File: src/rtl/pdp8_pkg.sv
// Shared PDP-8 control definitions: op classes, PC width/reset vector and
// the pc_sequencer state encoding.
package pdp8_pkg;

    localparam int         PC_W         = 12;
    localparam logic [11:0] PC_RESET_VEC = 12'o0200;

    typedef enum logic [1:0] {
        OPC_NORMAL = 2'd0,
        OPC_SKIP   = 2'd1,
        OPC_JMP    = 2'd2,
        OPC_JMS    = 2'd3
    } op_class_t;

    localparam logic [3:0] ST_IDLE     = 4'd0;
    localparam logic [3:0] ST_LATCH    = 4'd1;
    localparam logic [3:0] ST_INC      = 4'd2;
    localparam logic [3:0] ST_DISPATCH = 4'd3;
    localparam logic [3:0] ST_SKIP     = 4'd4;
    localparam logic [3:0] ST_WRITE    = 4'd5;
    localparam logic [3:0] ST_LOAD     = 4'd6;
    localparam logic [3:0] ST_GAP      = 4'd7;
    localparam logic [3:0] ST_DONE     = 4'd8;

endpackage

File: src/rtl/pc_sequencer_if.sv
// ProgramCounter control bus plus the JMS return-address write port.
interface pc_sequencer_if #(parameter int PC_W = pdp8_pkg::PC_W);

    logic [PC_W-1:0] pc;
    logic [PC_W-1:0] pc_in;
    logic            pc_inc;
    logic            pc_load;
    logic            pc_latch;
    logic            mem_wr;
    logic [PC_W-1:0] mem_addr;
    logic [PC_W-1:0] mem_wdata;
    logic            mem_ack;

    modport master (
        input  pc, mem_ack,
        output pc_in, pc_inc, pc_load, pc_latch, mem_wr, mem_addr, mem_wdata
    );

    modport slave (
        output pc, mem_ack,
        input  pc_in, pc_inc, pc_load, pc_latch, mem_wr, mem_addr, mem_wdata
    );

endinterface

File: src/rtl/pc_sequencer.sv
// Per-instruction PC sequencer: latch, increment, conditional skip, JMP/JMS
// transfer with return-address store and a one-cycle-wide PC load pulse.
//
// state    | meaning
// ---------+-------------------------------------------------------------
// IDLE     | waiting for start; captures op_class/target on start
// LATCH    | pc_latch pulse (PCLAT <= PC)
// INC      | pc_inc pulse
// DISPATCH | decode op; SKIP samples skip_cond, JMS captures return addr
// SKIP     | second pc_inc pulse (skip taken)
// WRITE    | JMS return-address write, held until mem_ack or timeout
// LOAD     | pc_load pulse with pc_in = load value
// GAP      | pc_load low, pc_in held so the next load sees a clean edge
// DONE     | done strobe
module pc_sequencer #(
    parameter int PC_W        = pdp8_pkg::PC_W,
    parameter int ACK_TIMEOUT = 15
) (
    input  logic            clk,
    input  logic            reset,
    input  logic            start,
    input  logic [1:0]      op_class,
    input  logic [PC_W-1:0] target,
    input  logic            skip_cond,
    pc_sequencer_if.master  bus,
    output logic            busy,
    output logic            done,
    output logic            err
);
    import pdp8_pkg::*;

    logic [3:0]      state;
    op_class_t       op_q;
    logic [PC_W-1:0] target_q;
    logic [PC_W-1:0] ret_q;
    logic [PC_W-1:0] load_q;
    logic [15:0]     tmo_q;
    logic            err_q;

    always_ff @(posedge clk) begin
        if (reset) begin
            state    <= ST_IDLE;
            op_q     <= OPC_NORMAL;
            target_q <= '0;
            ret_q    <= '0;
            load_q   <= '0;
            tmo_q    <= '0;
            err_q    <= 1'b0;
        end else begin
            case (state)
                ST_IDLE: begin
                    if (start) begin
                        op_q     <= op_class_t'(op_class);
                        target_q <= target;
                        err_q    <= 1'b0;
                        state    <= ST_LATCH;
                    end
                end
                ST_LATCH: state <= ST_INC;
                ST_INC:   state <= ST_DISPATCH;
                ST_DISPATCH: begin
                    case (op_q)
                        OPC_SKIP: state <= skip_cond ? ST_SKIP : ST_DONE;
                        OPC_JMP: begin
                            load_q <= target_q;
                            state  <= ST_LOAD;
                        end
                        OPC_JMS: begin
                            ret_q <= bus.pc;
                            tmo_q <= 16'(ACK_TIMEOUT - 1);
                            state <= ST_WRITE;
                        end
                        default: state <= ST_DONE;
                    endcase
                end
                ST_SKIP: state <= ST_DONE;
                ST_WRITE: begin
                    if (bus.mem_ack) begin
                        // JMS resumes at the word after the stored return address
                        load_q <= target_q + PC_W'(1);
                        state  <= ST_LOAD;
                    end else if (ACK_TIMEOUT != 0 && tmo_q == 16'd0) begin
                        err_q <= 1'b1;
                        state <= ST_DONE;
                    end else begin
                        tmo_q <= tmo_q - 16'd1;
                    end
                end
                ST_LOAD: state <= ST_GAP;
                ST_GAP:  state <= ST_DONE;
                ST_DONE: state <= ST_IDLE;
                default: state <= ST_IDLE;
            endcase
        end
    end

    // Gating with reset drops the write request and load pulse in the reset cycle itself
    assign bus.pc_load   = (state == ST_LOAD) && !reset;
    assign bus.mem_wr    = (state == ST_WRITE) && !reset;
    assign bus.pc_latch  = (state == ST_LATCH);
    assign bus.pc_inc    = (state == ST_INC) || (state == ST_SKIP);
    assign bus.pc_in     = (state == ST_LOAD || state == ST_GAP) ? load_q : target_q;
    assign bus.mem_addr  = target_q;
    assign bus.mem_wdata = ret_q;

    assign busy = (state != ST_IDLE);
    assign done = (state == ST_DONE);
    assign err  = err_q;

endmodule

File: src/flat_wrapper.sv
// flat-port wrapper written by rule: the top's interface ports become plain ports
module pc_sequencer_flat import pdp8_pkg::*;
#(
    parameter int PC_W        = pdp8_pkg::PC_W,
    parameter int ACK_TIMEOUT = 15
)
  (clk, reset, start, op_class, target, skip_cond, busy, done, err, bus_pc, bus_mem_ack, bus_pc_in, bus_pc_inc, bus_pc_load, bus_pc_latch, bus_mem_wr, bus_mem_addr, bus_mem_wdata);
  pc_sequencer_if #(.PC_W(PC_W)) bus_i ();
  input  logic clk;
  input  logic reset;
  input  logic start;
  input  logic [1:0] op_class;
  input  logic [PC_W-1:0] target;
  input  logic skip_cond;
  output logic busy;
  output logic done;
  output logic err;
  input wire logic [$bits(bus_i.pc)-1:0] bus_pc;
  input wire logic [$bits(bus_i.mem_ack)-1:0] bus_mem_ack;
  output wire logic [$bits(bus_i.pc_in)-1:0] bus_pc_in;
  output wire logic [$bits(bus_i.pc_inc)-1:0] bus_pc_inc;
  output wire logic [$bits(bus_i.pc_load)-1:0] bus_pc_load;
  output wire logic [$bits(bus_i.pc_latch)-1:0] bus_pc_latch;
  output wire logic [$bits(bus_i.mem_wr)-1:0] bus_mem_wr;
  output wire logic [$bits(bus_i.mem_addr)-1:0] bus_mem_addr;
  output wire logic [$bits(bus_i.mem_wdata)-1:0] bus_mem_wdata;
  assign bus_i.pc = bus_pc;
  assign bus_i.mem_ack = bus_mem_ack;
  assign bus_pc_in = bus_i.pc_in;
  assign bus_pc_inc = bus_i.pc_inc;
  assign bus_pc_load = bus_i.pc_load;
  assign bus_pc_latch = bus_i.pc_latch;
  assign bus_mem_wr = bus_i.mem_wr;
  assign bus_mem_addr = bus_i.mem_addr;
  assign bus_mem_wdata = bus_i.mem_wdata;
  pc_sequencer #(.PC_W(PC_W), .ACK_TIMEOUT(ACK_TIMEOUT)) u_core (.clk(clk), .reset(reset), .start(start), .op_class(op_class), .target(target), .skip_cond(skip_cond), .bus(bus_i), .busy(busy), .done(done), .err(err));
endmodule
File: config.mk
export PLATFORM = sky130hd
export DESIGN_NAME = pc_sequencer_flat
export DESIGN_NICKNAME = d
export VERILOG_FILES = /design/src/rtl/pdp8_pkg.sv /design/src/rtl/pc_sequencer_if.sv /design/src/rtl/pc_sequencer.sv /design/src/flat_wrapper.sv
export SDC_FILE = /design/constraint.sdc
export NUM_CORES = 1
export LEC_CHECK = 0
export ABC_AREA = 1
export CORE_AREA = 2 2 92 94
export CTS_BUF_LIST = sky130_fd_sc_hd__clkbuf_4 sky130_fd_sc_hd__clkbuf_8
export CTS_CLUSTER_SIZE = 14
export DETAILED_ROUTE_END_ITERATION = 8
export DIE_AREA = 0 0 94 96
export GPL_TIMING_DRIVEN = 0
export PLACE_DENSITY = 0.66
export SETUP_SLACK_MARGIN = 0.02
export SYNTH_ARGS = -nofsm -noshare
export SYNTH_HDL_FRONTEND = slang
export SYNTH_SLANG_ARGS = --single-unit
File: constraint.sdc
create_clock -name clk -period 4.8 [get_ports clk]
set_input_delay 1.2 -clock clk [delete_from_list [all_inputs] [get_ports clk]]
set_output_delay 1.2 -clock clk [all_outputs]
set_load 0.05 [all_outputs]
Yosys cells after proc, flatten, opt, wreduce, memory -nomap -nowiden --
Index checks and enable logic that the tools add are counted.
Storage, ports and cells: RAM bits 0, input port bits 31, memories kept 0, register bits 59, output and inout port bits 43, bits in latches 0, logic and storage cells 63, ROM bits 0
Cells by class: equal/unequal tests 19, multipliers 0, order comparisons 0, shift-type cells 0, reductions and logical operators 17, add/subtract/negate cells 2, bitwise gates (word level) 0, divide/modulo/power cells 0, multiplexer cells 18
Operators by type and width (count):
- 16-bit two-way mux | 3
- 12-bit two-way mux | 3
- 16-bit case mux with 2 select lines | 1
- 4-bit case mux with 7 select lines | 1
- 12-bit case mux with 2 select lines | 1
- 4-bit by 3-bit equality test with 1-bit output (second input constant) | 4
- 16-bit zero test | 1
- 4-bit two-way mux | 4
- 16-bit by 1-bit subtractor with 16-bit output (second input constant) | 1
- 12-bit by 1-bit adder with 12-bit output (second input constant) | 1
- 4-bit case mux with 3 select lines | 1
- 4-bit by 2-bit equality test with 1-bit output (second input constant) | 2
- 2-bit inequality test (second input constant) | 4
- 4-bit AND reduction | 2
- 2-bit by 1-bit inequality test with 1-bit output (second input constant) | 3
- 2-bit AND reduction | 3
- 2-bit equality test (second input constant) | 2
- 4-bit by 1-bit equality test with 1-bit output (second input constant) | 1
- 4-bit equality test (second input constant) | 1
- 4-bit zero test | 1
- 2-bit nonzero test | 2
- 4-bit nonzero test | 1
- 1-bit two-way mux | 3
- 3-bit by 2-bit inequality test with 1-bit output (second input constant) | 1
- other kinds (7) | 9

Longest topological paths before layout --
word-level depth 4, depth in mapped cells 11

Worst setup path after synthesis --
No wires, ideal clock.
kind in2out, start input reset, end output bus_mem_wr, stages 3, path slack 1.278 ns, arrival time 2.322 ns, required time 3.600 ns, path buffers 2, cells stage by stage clkbuf_1 buf_1 nor2_1
Between the ends: longest elaborated chain between the ends 2
RTL lines:
- start, declared | line flat_wrapper.sv:10 | input logic reset;
- 1-bit zero test | line pc_sequencer.sv:99 | assign bus.mem_wr = (state == ST_WRITE) && !reset;
- 1-bit logical AND | line pc_sequencer.sv:99
- end, declared | line flat_wrapper.sv:24 | output wire logic [$bits(bus_i.mem_wr)-1:0] bus_mem_wr;
No other way between the ends.

Final worst setup path --
start input reset, end output bus_pc_load
Between the ends: longest elaborated chain between the ends 2
RTL lines:
- 1-bit zero test | line pc_sequencer.sv:98 | assign bus.pc_load = (state == ST_LOAD) && !reset;
- 1-bit logical AND | line pc_sequencer.sv:98
- end, declared | line flat_wrapper.sv:22 | output wire logic [$bits(bus_i.pc_load)-1:0] bus_pc_load;
No other way between the ends.

==> impl_metrics.ini <==
[status]
outcome = complete, no violations

[routing]
vias = 3299
finalWirelength_mm = 8.85
remaining_drcs = 0
ant_nets = 0
pre_repair_dr_iteration_count = 5
detail_route.vias_per_cell = 4.89
drt_iter0_markers = 204
routedWlPerCell_um = 13.1

[cells_and_area]
antenna_cells = 0
final_area_um2 = 4230
layoutNonFillerInstCount = 675
area.growth.synth_to_final_pct = 33.5
layout.filler_cells = 807
finish.net_count = 598
layout-drive-gt1-share_pct = 8.60

[clock_network]
clk_path_buf_depth = 2
cts_hold_buf = 0
cts-htree-levels = 3
tritoncts.num_buffers = 9
post_cts_resized = 1
cts.sink_count = 59
tritoncts_clock_tree = built
clkSlewWorstSetupHoldPaths_ns = 0.06
worst_skew_pair.late_latency_ns = 0.35
root_buffer = sky130_fd_sc_hd__clkbuf_8
postCtsSetupBuffers = 0

[placement]
preCtsSetupSlack_ns = 0.0160
detailed_place.area_um2 = 4030
placed_cells = 659
finalWeightedCongestion = 0.914
portBuffers = 73
dp_hpwl_mm = 6.55

[synth]
yosys.area.top_type_share_pct = 37.3
synth_cells = 481
synth_seq_area_share_pct = 37.3
yosys-top-cells-area = sky130_fd_sc_hd__dfxtp_1 (37%), sky130_fd_sc_hd__nand2_1 (13%), sky130_fd_sc_hd__nor2_1 (8.8%)
postSynthRegisterBits = 59
netlist.top_cell.by_area = sky130_fd_sc_hd__dfxtp_1
synth_most_common_cell = sky130_fd_sc_hd__nand2_1
synth-edff-count = 0
synth.distinct_cells = 31
synth-warning-count = 0
avg_synthesized_cell_area_um2 = 6.58
netlist_top_cells_count = sky130_fd_sc_hd__nand2_1 (107), sky130_fd_sc_hd__nor2_1 (74), sky130_fd_sc_hd__dfxtp_1 (59)
synth_flop_cell = sky130_fd_sc_hd__dfxtp_1
synthesis.nets = 514
synth_async_sr_flop_share_pct = 0
mappedNetlistArea_um2 = 3160

[pwr]
worst_ir_drop_vdd_uv = 202
power.share.switching_pct = 38.2
clock_power_share_pct = 30.2
share_comb_of_total_power_pct = 32.9
total_leakage_power_nw = 1.77
cellInternalPower_mw = 0.948
seq_power_share_pct = 36.9
power.switching_mw = 0.585
pwr_density_cell_nw_per_um2 = 363
total_power_mw = 1.53

[worst_setup_path]
start_kind = input port
critPathTopFamily = buffers and inverters
worst_setup_path_startpoint = reset
ff2ff_setup_slack_ns = 3.00
critical_path.reg2reg.startpoint = u_core.tmo_q[0]
timing.reg2reg.worst_path_depth = 10
crit_top_cell = sky130_fd_sc_hd__clkdlybuf4s50_1
endpoint = bus_pc_load
worst_ep_required_time_ns = 3.60
timing.critical_path.buf_inv = 4
worstPathCellList = clkdlybuf4s50_1 > clkbuf_2 > buf_1 > nor2_1 > clkdlybuf4s50_1
crit_cells = 5
cpPeakStageDelay_ns = 0.73
critPathArrivalTime_ns = 3.35
timing.setup.critical_path_class = input port to output port
rr_endpoint = u_core.tmo_q[2]
critical_path.slowest_cell = sky130_fd_sc_hd__clkdlybuf4s50_1
critPathMaxFanout = 10
timing.critical_path.to_type = output port

[run]
max_cap_violations = 0

[timing]
setup_viol_count_final = 0
worstMarginPinSlew_ns = 0.557
rsz0062_at_grt = no
final_hold_viol_count = 0
finalWorstSetupSlack_ns = 0.246
fin_setup_tns_ns = 0
final-max-slew-violation-count = 0
worst_slew_margin_rel_pct = 62.9
timing.final.crit_share_pct = 94.9
max_clock_freq_ghz = 0.220
min_period_ns = 4.55
timing.clock.skew_ns = 0.00956

[global_routing]
grt_use_total_pct = 20.7
antenna_found_initial = 0
grt_pass1_vias = 3091
first_pass_grt_wire_length_mm = 14.5
grt_start_max_net_pins = 11
grt.overflow.total = 0

[floorplanning]
die_footprint_um2 = 9020
std_cell_rows = 33
starting_utilization_of_the_core_area_pct = 39.3
coreArea_um2 = 8050
design.portCount = 74
chipWidth_um = 94
dieHeight_um = 96

[min_path]
min_path_type = flop to flop
-- how the worst min path moves through the flow --
| stage | startpoint | endpoint | slack (ns) | cells past startpoint |
|---|---|---|---|---|
| 6_report | u_core.load_q[0] | u_core.load_q[0] | 0.46 | 2 |
| 5_1_grt | u_core.bus.mem_wdata[6] | u_core.bus.mem_wdata[6] | 0.49 | 2 |
| 4_1_cts | u_core.load_q[0] | u_core.load_q[0] | 0.46 | 2 |
| 3_5_place_dp | u_core.load_q[0] | u_core.load_q[0] | 0.45 | 2 |
| 3_3_place_gp | u_core.load_q[0] | u_core.load_q[0] | 0.44 | 2 |
| 2_1_floorplan | u_core.load_q[3] | u_core.load_q[3] | 0.42 | 2 |
-- metrics by stage --
step	hold slack (ns)	util, %
2_1_floorplan	0.425	-
3_3_place_gp	0.437	50.0
3_5_place_dp	0.448	50.0
4_1_cts	0.458	52.5
5_1_grt	0.490	52.5
6_report	0.458	52.5
-- sequential cells by signal, summed over array words and instances (netlist names) --
name                  count
u_core.tmo_q             16
u_core.err                1
u_core.state              4
u_core.load_q            12
u_core.bus.mem_wdata     12
u_core.op_q               2
u_core.bus.mem_addr      12
-- cell usage in the layout (no fill, tap or decap), drive strengths merged --
cell           synthesis  final
nor2                  80     80
nor3                   7      7
inv                   57     57
o21ai                 31     31
a21oi                 51     51
xnor2                  1      1
xor2                  10     10
clkinvlp               0      1
buf                   10     10
nand4                  3      3
clkbuf                 9     20
nand2                114    114
o211ai                 2      2
bufinv                 0      1
nand3b                 1      1
clkdlybuf4s50          0     73
a31oi                  2      2
or2                    4      4
ha                     2      2
dfxtp                 59     59
clkinv                 0      3
nand3                 37     37
a41oi                  1      1
-- worst reg2reg max path, stage by stage (launching register included) --
cell and delay (ns):
sky130_fd_sc_hd__dfxtp_1 0.33, sky130_fd_sc_hd__inv_1 0.11, sky130_fd_sc_hd__ha_1 0.19, sky130_fd_sc_hd__nand3_1 0.19
sky130_fd_sc_hd__nor2_1 0.21, sky130_fd_sc_hd__nand2_1 0.09, sky130_fd_sc_hd__nand2_2 0.14, sky130_fd_sc_hd__nand2_4 0.09
sky130_fd_sc_hd__buf_6 0.15, sky130_fd_sc_hd__o21ai_1 0.09, sky130_fd_sc_hd__a21oi_2 0.07
-- power groups by stage --
stage	clock [mW]	combinational (mW)	sequential (mW)
final	0.462	0.505	0.566
after detailed placement	0	0.506	0.576
after floorplan	0	0.256	0.647
after global placement	0	0.504	0.576
after global routing	0.492	0.539	0.572
after CTS	0.466	0.508	0.565
-- routing by layer --
metal  up-vias  routed length [um]  part of all wire, %  track usage [%]
li1       1699                   -                    -                -
met1      1536                4310                   49             27.7
met2        54                4090                   46             32.9
met3        10                 311                  3.5             4.39
met4         0                 146                  1.6             7.73
met5         -                   0                    0                0
-- kinds of logic after synthesis --
family	synth area share (%)
flops	37.3
fa+ha+maj	0.791
buf+inv	10.0
xor+xnor	3.04
simple gates	34.1
compound gates	14.7
-- final cells by class --
class / count / area, um2 / area share, %
plain buffers: 19 / 104 / 2.46
flip-flops and latches: 59 / 1180 / 28.0
clock inverters: 5 / 52.6 / 1.24
well taps: 105 / 131 / 3.11
multi-input cells: 346 / 1670 / 39.4
inverters: 57 / 214 / 5.06
repair buffers: 73 / 731 / 17.3
clock buffers: 11 / 145 / 3.43
No activity file was read; power rests on OpenSTA's default activity.
